### src/rtl/cnn_pkg.sv
// Shared defaults and state encoding for the CNN frame sequencer.
package cnn_pkg;

    localparam int DEF_IMG_DIM = 16;
    localparam int DEF_BEAT_W  = 16;
    localparam int DEF_BEATS   = DEF_IMG_DIM * DEF_IMG_DIM / DEF_BEAT_W;

    typedef enum logic [1:0] {
        ST_LOAD   = 2'd0,
        ST_SETTLE = 2'd1,
        ST_RESULT = 2'd2
    } state_e;

endpackage

### src/rtl/sat_counter.sv
// Up-counter that sticks at all-ones instead of wrapping.
module sat_counter #(
    parameter int CNT_W = 16
) (
    input  logic             clk,
    input  logic             rst,
    input  logic             inc,
    output logic [CNT_W-1:0] cnt
);

    logic [CNT_W-1:0] cnt_q;
    logic [CNT_W-1:0] cnt_d;

    always_comb begin
        cnt_d = cnt_q;
        if (inc && (cnt_q != {CNT_W{1'b1}})) begin
            cnt_d = cnt_q + 1'b1;
        end
    end

    always_ff @(posedge clk) begin
        if (rst) begin
            cnt_q <= '0;
        end else begin
            cnt_q <= cnt_d;
        end
    end

    assign cnt = cnt_q;

endmodule

### src/rtl/cnn_frame_sequencer.sv
// Assembles a beat stream into the classifier image, waits for the combinational
// classifier to settle, then returns its verdict on a ready/valid port.
//
// state     | meaning
// ST_LOAD   | accepting image beats, img_bus partially updated
// ST_SETTLE | img_bus frozen, counting down before sampling cls_result
// ST_RESULT | verdict held on res_class until res_ready
module cnn_frame_sequencer
    import cnn_pkg::*;
#(
    parameter int IMG_DIM       = DEF_IMG_DIM,
    parameter int BEAT_W        = DEF_BEAT_W,
    parameter int SETTLE_CYCLES = 4,
    parameter int CNT_W         = 16
) (
    input  logic                       clk,
    input  logic                       rst,
    input  logic                       in_valid,
    output logic                       in_ready,
    input  logic [BEAT_W-1:0]          in_data,
    input  logic                       in_last,
    output logic [IMG_DIM*IMG_DIM-1:0] img_bus,
    output logic                       img_stable,
    input  logic                       cls_result,
    output logic                       res_valid,
    input  logic                       res_ready,
    output logic                       res_class,
    output logic                       frame_err,
    output logic [CNT_W-1:0]           frame_cnt,
    output logic [CNT_W-1:0]           diseased_cnt
);

    localparam int IMG_W = IMG_DIM * IMG_DIM;
    localparam int BEATS = IMG_W / BEAT_W;
    localparam int BI_W  = (BEATS > 1) ? $clog2(BEATS) : 1;
    localparam int SC_W  = $clog2(SETTLE_CYCLES + 1);

    state_e            state_q, state_d;
    logic [BI_W-1:0]   beat_idx_q, beat_idx_d;
    logic [SC_W-1:0]   settle_q, settle_d;
    logic [IMG_W-1:0]  img_q, img_d;
    logic              res_class_q, res_class_d;
    logic              frame_err_q, frame_err_d;
    logic              frame_inc, diseased_inc;
    logic              last_beat;

    assign last_beat = (beat_idx_q == BI_W'(BEATS - 1));

    always_comb begin
        state_d      = state_q;
        beat_idx_d   = beat_idx_q;
        settle_d     = settle_q;
        img_d        = img_q;
        res_class_d  = res_class_q;
        frame_err_d  = 1'b0;
        frame_inc    = 1'b0;
        diseased_inc = 1'b0;
        case (state_q)
            ST_LOAD: begin
                if (in_valid) begin
                    img_d[int'(beat_idx_q) * BEAT_W +: BEAT_W] = in_data;
                    if (in_last && last_beat) begin
                        state_d    = ST_SETTLE;
                        settle_d   = SC_W'(SETTLE_CYCLES - 1);
                        beat_idx_d = '0;
                    end else if (in_last || last_beat) begin
                        // Misframed: drop the partial frame and resync on the next beat.
                        frame_err_d = 1'b1;
                        beat_idx_d  = '0;
                    end else begin
                        beat_idx_d = beat_idx_q + 1'b1;
                    end
                end
            end
            ST_SETTLE: begin
                if (settle_q == '0) begin
                    res_class_d = cls_result;
                    state_d     = ST_RESULT;
                end else begin
                    settle_d = settle_q - 1'b1;
                end
            end
            ST_RESULT: begin
                if (res_ready) begin
                    state_d      = ST_LOAD;
                    frame_inc    = 1'b1;
                    diseased_inc = res_class_q;
                end
            end
            default: state_d = ST_LOAD;
        endcase
    end

    always_ff @(posedge clk) begin
        if (rst) begin
            state_q     <= ST_LOAD;
            beat_idx_q  <= '0;
            settle_q    <= '0;
            img_q       <= '0;
            res_class_q <= 1'b0;
            frame_err_q <= 1'b0;
        end else begin
            state_q     <= state_d;
            beat_idx_q  <= beat_idx_d;
            settle_q    <= settle_d;
            img_q       <= img_d;
            res_class_q <= res_class_d;
            frame_err_q <= frame_err_d;
        end
    end

    sat_counter #(.CNT_W(CNT_W)) u_frame_cnt (
        .clk (clk),
        .rst (rst),
        .inc (frame_inc),
        .cnt (frame_cnt)
    );

    sat_counter #(.CNT_W(CNT_W)) u_diseased_cnt (
        .clk (clk),
        .rst (rst),
        .inc (diseased_inc),
        .cnt (diseased_cnt)
    );

    assign in_ready   = (state_q == ST_LOAD);
    assign img_stable = (state_q != ST_LOAD);
    assign res_valid  = (state_q == ST_RESULT);
    assign img_bus    = img_q;
    assign res_class  = res_class_q;
    assign frame_err  = frame_err_q;

endmodule

### config.mk
export PLATFORM = sky130hd
export DESIGN_NAME = cnn_frame_sequencer
export DESIGN_NICKNAME = d
export VERILOG_FILES = /design/src/rtl/cnn_pkg.sv /design/src/rtl/sat_counter.sv /design/src/rtl/cnn_frame_sequencer.sv
export SDC_FILE = /design/constraint.sdc
export NUM_CORES = 1
export LEC_CHECK = 0
export BUFFER_PORTS_ARGS = -buffer_cell sky130_fd_sc_hd__buf_2
export CAP_MARGIN = 30
export CORE_MARGIN = 4
export CORE_UTILIZATION = 40
export CTS_BUF_LIST = sky130_fd_sc_hd__clkbuf_16
export CTS_CLUSTER_DIAMETER = 120
export DETAILED_ROUTE_END_ITERATION = 7
export GPL_TIMING_DRIVEN = 0
export SLEW_MARGIN = 20
export SYNTH_ARGS = -nofsm -noshare
export SYNTH_HDL_FRONTEND = slang
export SYNTH_SLANG_ARGS = --single-unit
### constraint.sdc
create_clock -name clk -period 2.7 [get_ports clk]
set_input_delay 0.27 -clock clk [delete_from_list [all_inputs] [get_ports clk]]
set_output_delay 0.27 -clock clk [all_outputs]
set_load 0.1 [all_outputs]
==> flow_summary_export.csv <==
group,metric,value,unit
logic_synthesis,yosysUniqueCellTypes,58,
clock_tree,root_buffer,"clkbuf_16",
clock_tree,numClockSinks,299,
logic_synthesis,ys_warn_count,0,
clock_tree,cts_tree,"built",
place,dp_slack,-0.308,ns
run,drv_cap,0,
grt,grt-ovfl-total,0,
power_and_ir_drop,vdd_ir_drop_max,0.411,mV
logic_synthesis,synth_edf_count,0,
drt,routed_via_density,5.39,
power_and_ir_drop,power.density,593,nW/um^2
grt,grt_pass1_wl,64.2,mm
sta,finClkSkew,0.0122,ns
clock_tree,ctsHoldBuffers,0,
place,dpl.hpwl,31.3,mm
clock_tree,clockBufferDepth,3,
logic_synthesis,synth_top_flop_cell,"dfxtp_1",
critical_path,critPathRequiredTime,3.07,ns
finish,drive_gt1_share,24.1,%
place,io_buffers,296,
critical_path,worstSetupPathType,"reg -> reg",
logic_synthesis,synth_top_family_by_area,"simple AND/OR/NAND/NOR gates",
finish,final_area,15300,um^2
logic_synthesis,ys_seq_area_share,49.2,%
logic_synthesis,syn_inst,1329,
worst_hold_path,holdCritPathClass,"in -> reg",
grt,antenna_found_initial,0,
logic_synthesis,synth-seq-cells,299,
sta,relSlewSlack,28.5,%
status,status,"finished, final reports clean",
power_and_ir_drop,p_int,0.00685,W
floorplanning,die_h,182,um
grt,grt_pass1_vias,10900,
logic_synthesis,synthMuxAreaShare,15.6,%
place,place.gp.congestion,0.853,
drt,ant_nets,0,
logic_synthesis,synth_fa_ha_area_share,0.720,%
floorplanning,coreArea,29800,um^2
sta,timing.final.crit_share,95.0,%
power_and_ir_drop,sw_frac_of_total,24.5,%
drt,routedWlPerCell,20.5,um
logic_synthesis,synth_area,12200,um^2
place,placed_area,14200,um^2
power_and_ir_drop,pwr-share-comb,5.8,%
floorplanning,dieArea,33300,um^2
sta,rsz0062_at_grt,"no",
finish,area_growth,25.6,%
drt,drc,0,
finish,finalNetCount,1700,
grt,grtUsageTotal,24.4,%
sta,max_freq,390,MHz
logic_synthesis,synth-compound-area-share,9.58,%
clock_tree,clk_latency,0.50,ns
sta,worst_pin_slew,1.07,ns
critical_path,worstSetupEndpointType,"register",
drt,wl,42.7,mm
power_and_ir_drop,pwr-share-seq,48.9,%
power_and_ir_drop,p_sw,0.00222,W
grt,grt_max_degree,13,
finish,final_common_cell,"buf_2",
critical_path,cp.arrival,2.94,ns
sta,hold_viol,0,
logic_synthesis,syn_area_per_cell,9.16,um^2
floorplanning,placementRows,63,
sta,setup_slack,0.134,ns
logic_synthesis,synthSimpleGateAreaFrac,20.0,%
critical_path,start_kind,"register",
critical_path,path_max_fanout,10,
logic_synthesis,synth_nets,1358,
power_and_ir_drop,clockPowerShare,45.3,%
sta,period_needed,2.57,ns
finish,final_cell_mix,"buf_2 (302), dfxtp_1 (299), nand2_1 (256), mux2i_1 (179), a21oi_1 (105)",
drt,drtIter0Drc,782,
drt,first_pass_iters,5,
floorplanning,start_util,40.8,%
clock_tree,clk_pin_slew,0.06,ns
sta,slew_violations,0,
power_and_ir_drop,total_power,0.00907,W
power_and_ir_drop,p_leak,6.93,nW
drt,vias,11200,
floorplanning,die_x,182,um
finish,diodes,0,
clock_tree,cts_max_level,2,
sta,setup_viol,0,
logic_synthesis,synth-xor-area-share,0.216,%
finish,utilization,51.3,%
floorplanning,ioPinCount,315,
clock_tree,cts_made_buffers,34,
logic_synthesis,async_reset_ff_share,0,%
## final timing paths
path	depth (start not counted)	start	slack, ns	endpoint
setup / recovery	10	beat_idx_q[0]	0.13	img_bus[221]
hold / removal	3	cls_result	0.05	res_class
setup reg to reg	10	beat_idx_q[0]	0.13	img_bus[221]
hold reg to reg	2	img_bus[150]	0.46	img_bus[150]
## power by group through the flow
stage / logic [W] / registers, W / clock network, W
floorplan: 0.000225 / 0.00464 / 0
global placement: 0.000499 / 0.00453 / 0
detailed placement: 0.000508 / 0.00453 / 0
CTS: 0.000514 / 0.00444 / 0.00419
global route: 0.000552 / 0.00444 / 0.00437
finish: 0.000524 / 0.00444 / 0.00410
## stage by stage
stage / hold slack [ns] / setup TNS, ns / instances
2_1_floorplan: 0.417 / 0 / 1329
3_3_place_gp: 0.440 / -12.13 / 2015
3_5_place_dp: 0.444 / -16.18 / 2019
4_1_cts: 0.0262 / 0 / 2078
5_1_grt: 0.0305 / 0 / 2079
6_report: 0.0541 / 0 / 2079
## synthesized netlist by cell type (4+ instances only)
| cell type | n | area share [%] |
|---|---|---|
| and4_1 | 6 | 0.43 |
| nor4_1 | 6 | 0.31 |
| nor3_1 | 15 | 0.62 |
| and3_1 | 8 | 0.41 |
| buf_4 | 10 | 0.62 |
| o31ai_1 | 9 | 0.56 |
| a21oi_1 | 105 | 4.3 |
| ha_1 | 7 | 0.72 |
| nand2_2 | 5 | 0.26 |
| inv_1 | 13 | 0.40 |
| o41ai_1 | 5 | 0.36 |
| mux2_1 | 9 | 0.83 |
| or3_1 | 4 | 0.21 |
| nand2_1 | 257 | 7.9 |
| buf_2 | 9 | 0.37 |
| or4_1 | 12 | 0.74 |
| nor2_1 | 22 | 0.68 |
| o21ai_1 | 13 | 0.53 |
| dfxtp_1 | 299 | 49 |
| nor2b_1 | 13 | 0.67 |
| nand2b_1 | 19 | 0.98 |
| and2_1 | 4 | 0.21 |
| clkbuf_1 | 94 | 2.9 |
| nand4_1 | 73 | 3.8 |
| mux2i_1 | 179 | 15 |
| o21ai_0 | 55 | 2.3 |
| nand3_1 | 30 | 1.2 |
## worst max-delay path: stages, from the launching register on
cell,delay [ns]
dfxtp_1,0.37
buf_6,0.18
inv_2,0.10
ha_2,0.32
clkbuf_4,0.22
inv_2,0.13
nor4_4,0.34
buf_4,0.19
nand2_2,0.17
buf_4,0.28
mux2i_1,0.13
## logic make-up (layout without fill, tap and decap cells)
group                      count (synthesis)  after routing
buffers and inverters                    133            493
AOI/OAI and AO/OA                        205            205
DFF                                      299            299
adders and majority gates                  7              7
muxes                                    188            188
xor gates and xnor gates                   3              3
and+or+nand+nor                          494            494
## metal layers
layer	vias to the layer above	wire length, um	global-route usage (%)	share of wire (%)
met1	5315	18100	31.7	42
li1	5356	-	-	-
met3	95	3390	5.94	7.9
met4	0	1600	8.86	3.8
met2	432	19500	39.8	46
met5	-	0	0	0
## cell type report
cell class | count | area [um^2]
Clock buffer | 35 | 876
Buffer | 117 | 544
Multi-Input combinational cell | 897 | 5670
Tap cell | 390 | 488
Clock inverter | 19 | 83.8
Sequential cell | 299 | 5990
Inverter | 15 | 56.3
Timing Repair Buffer | 307 | 1580
Fill cell | 2928 | 14500
## registers in the layout, indices dropped and copies added (netlist names)
register and flops:
settle_q 3, u_diseased_cnt.cnt 16, beat_idx_q 4, res_class 1, state_q 2, frame_err 1, u_frame_cnt.cnt 16, img_bus 256
## what timing repair did
action,4_1_cts,5_1_grt
setup endpoints to repair,116,146
pin swaps,3,1
buffers inserted,5,1
gates resized for setup,6,32
(Power assumes the default switching activity.)
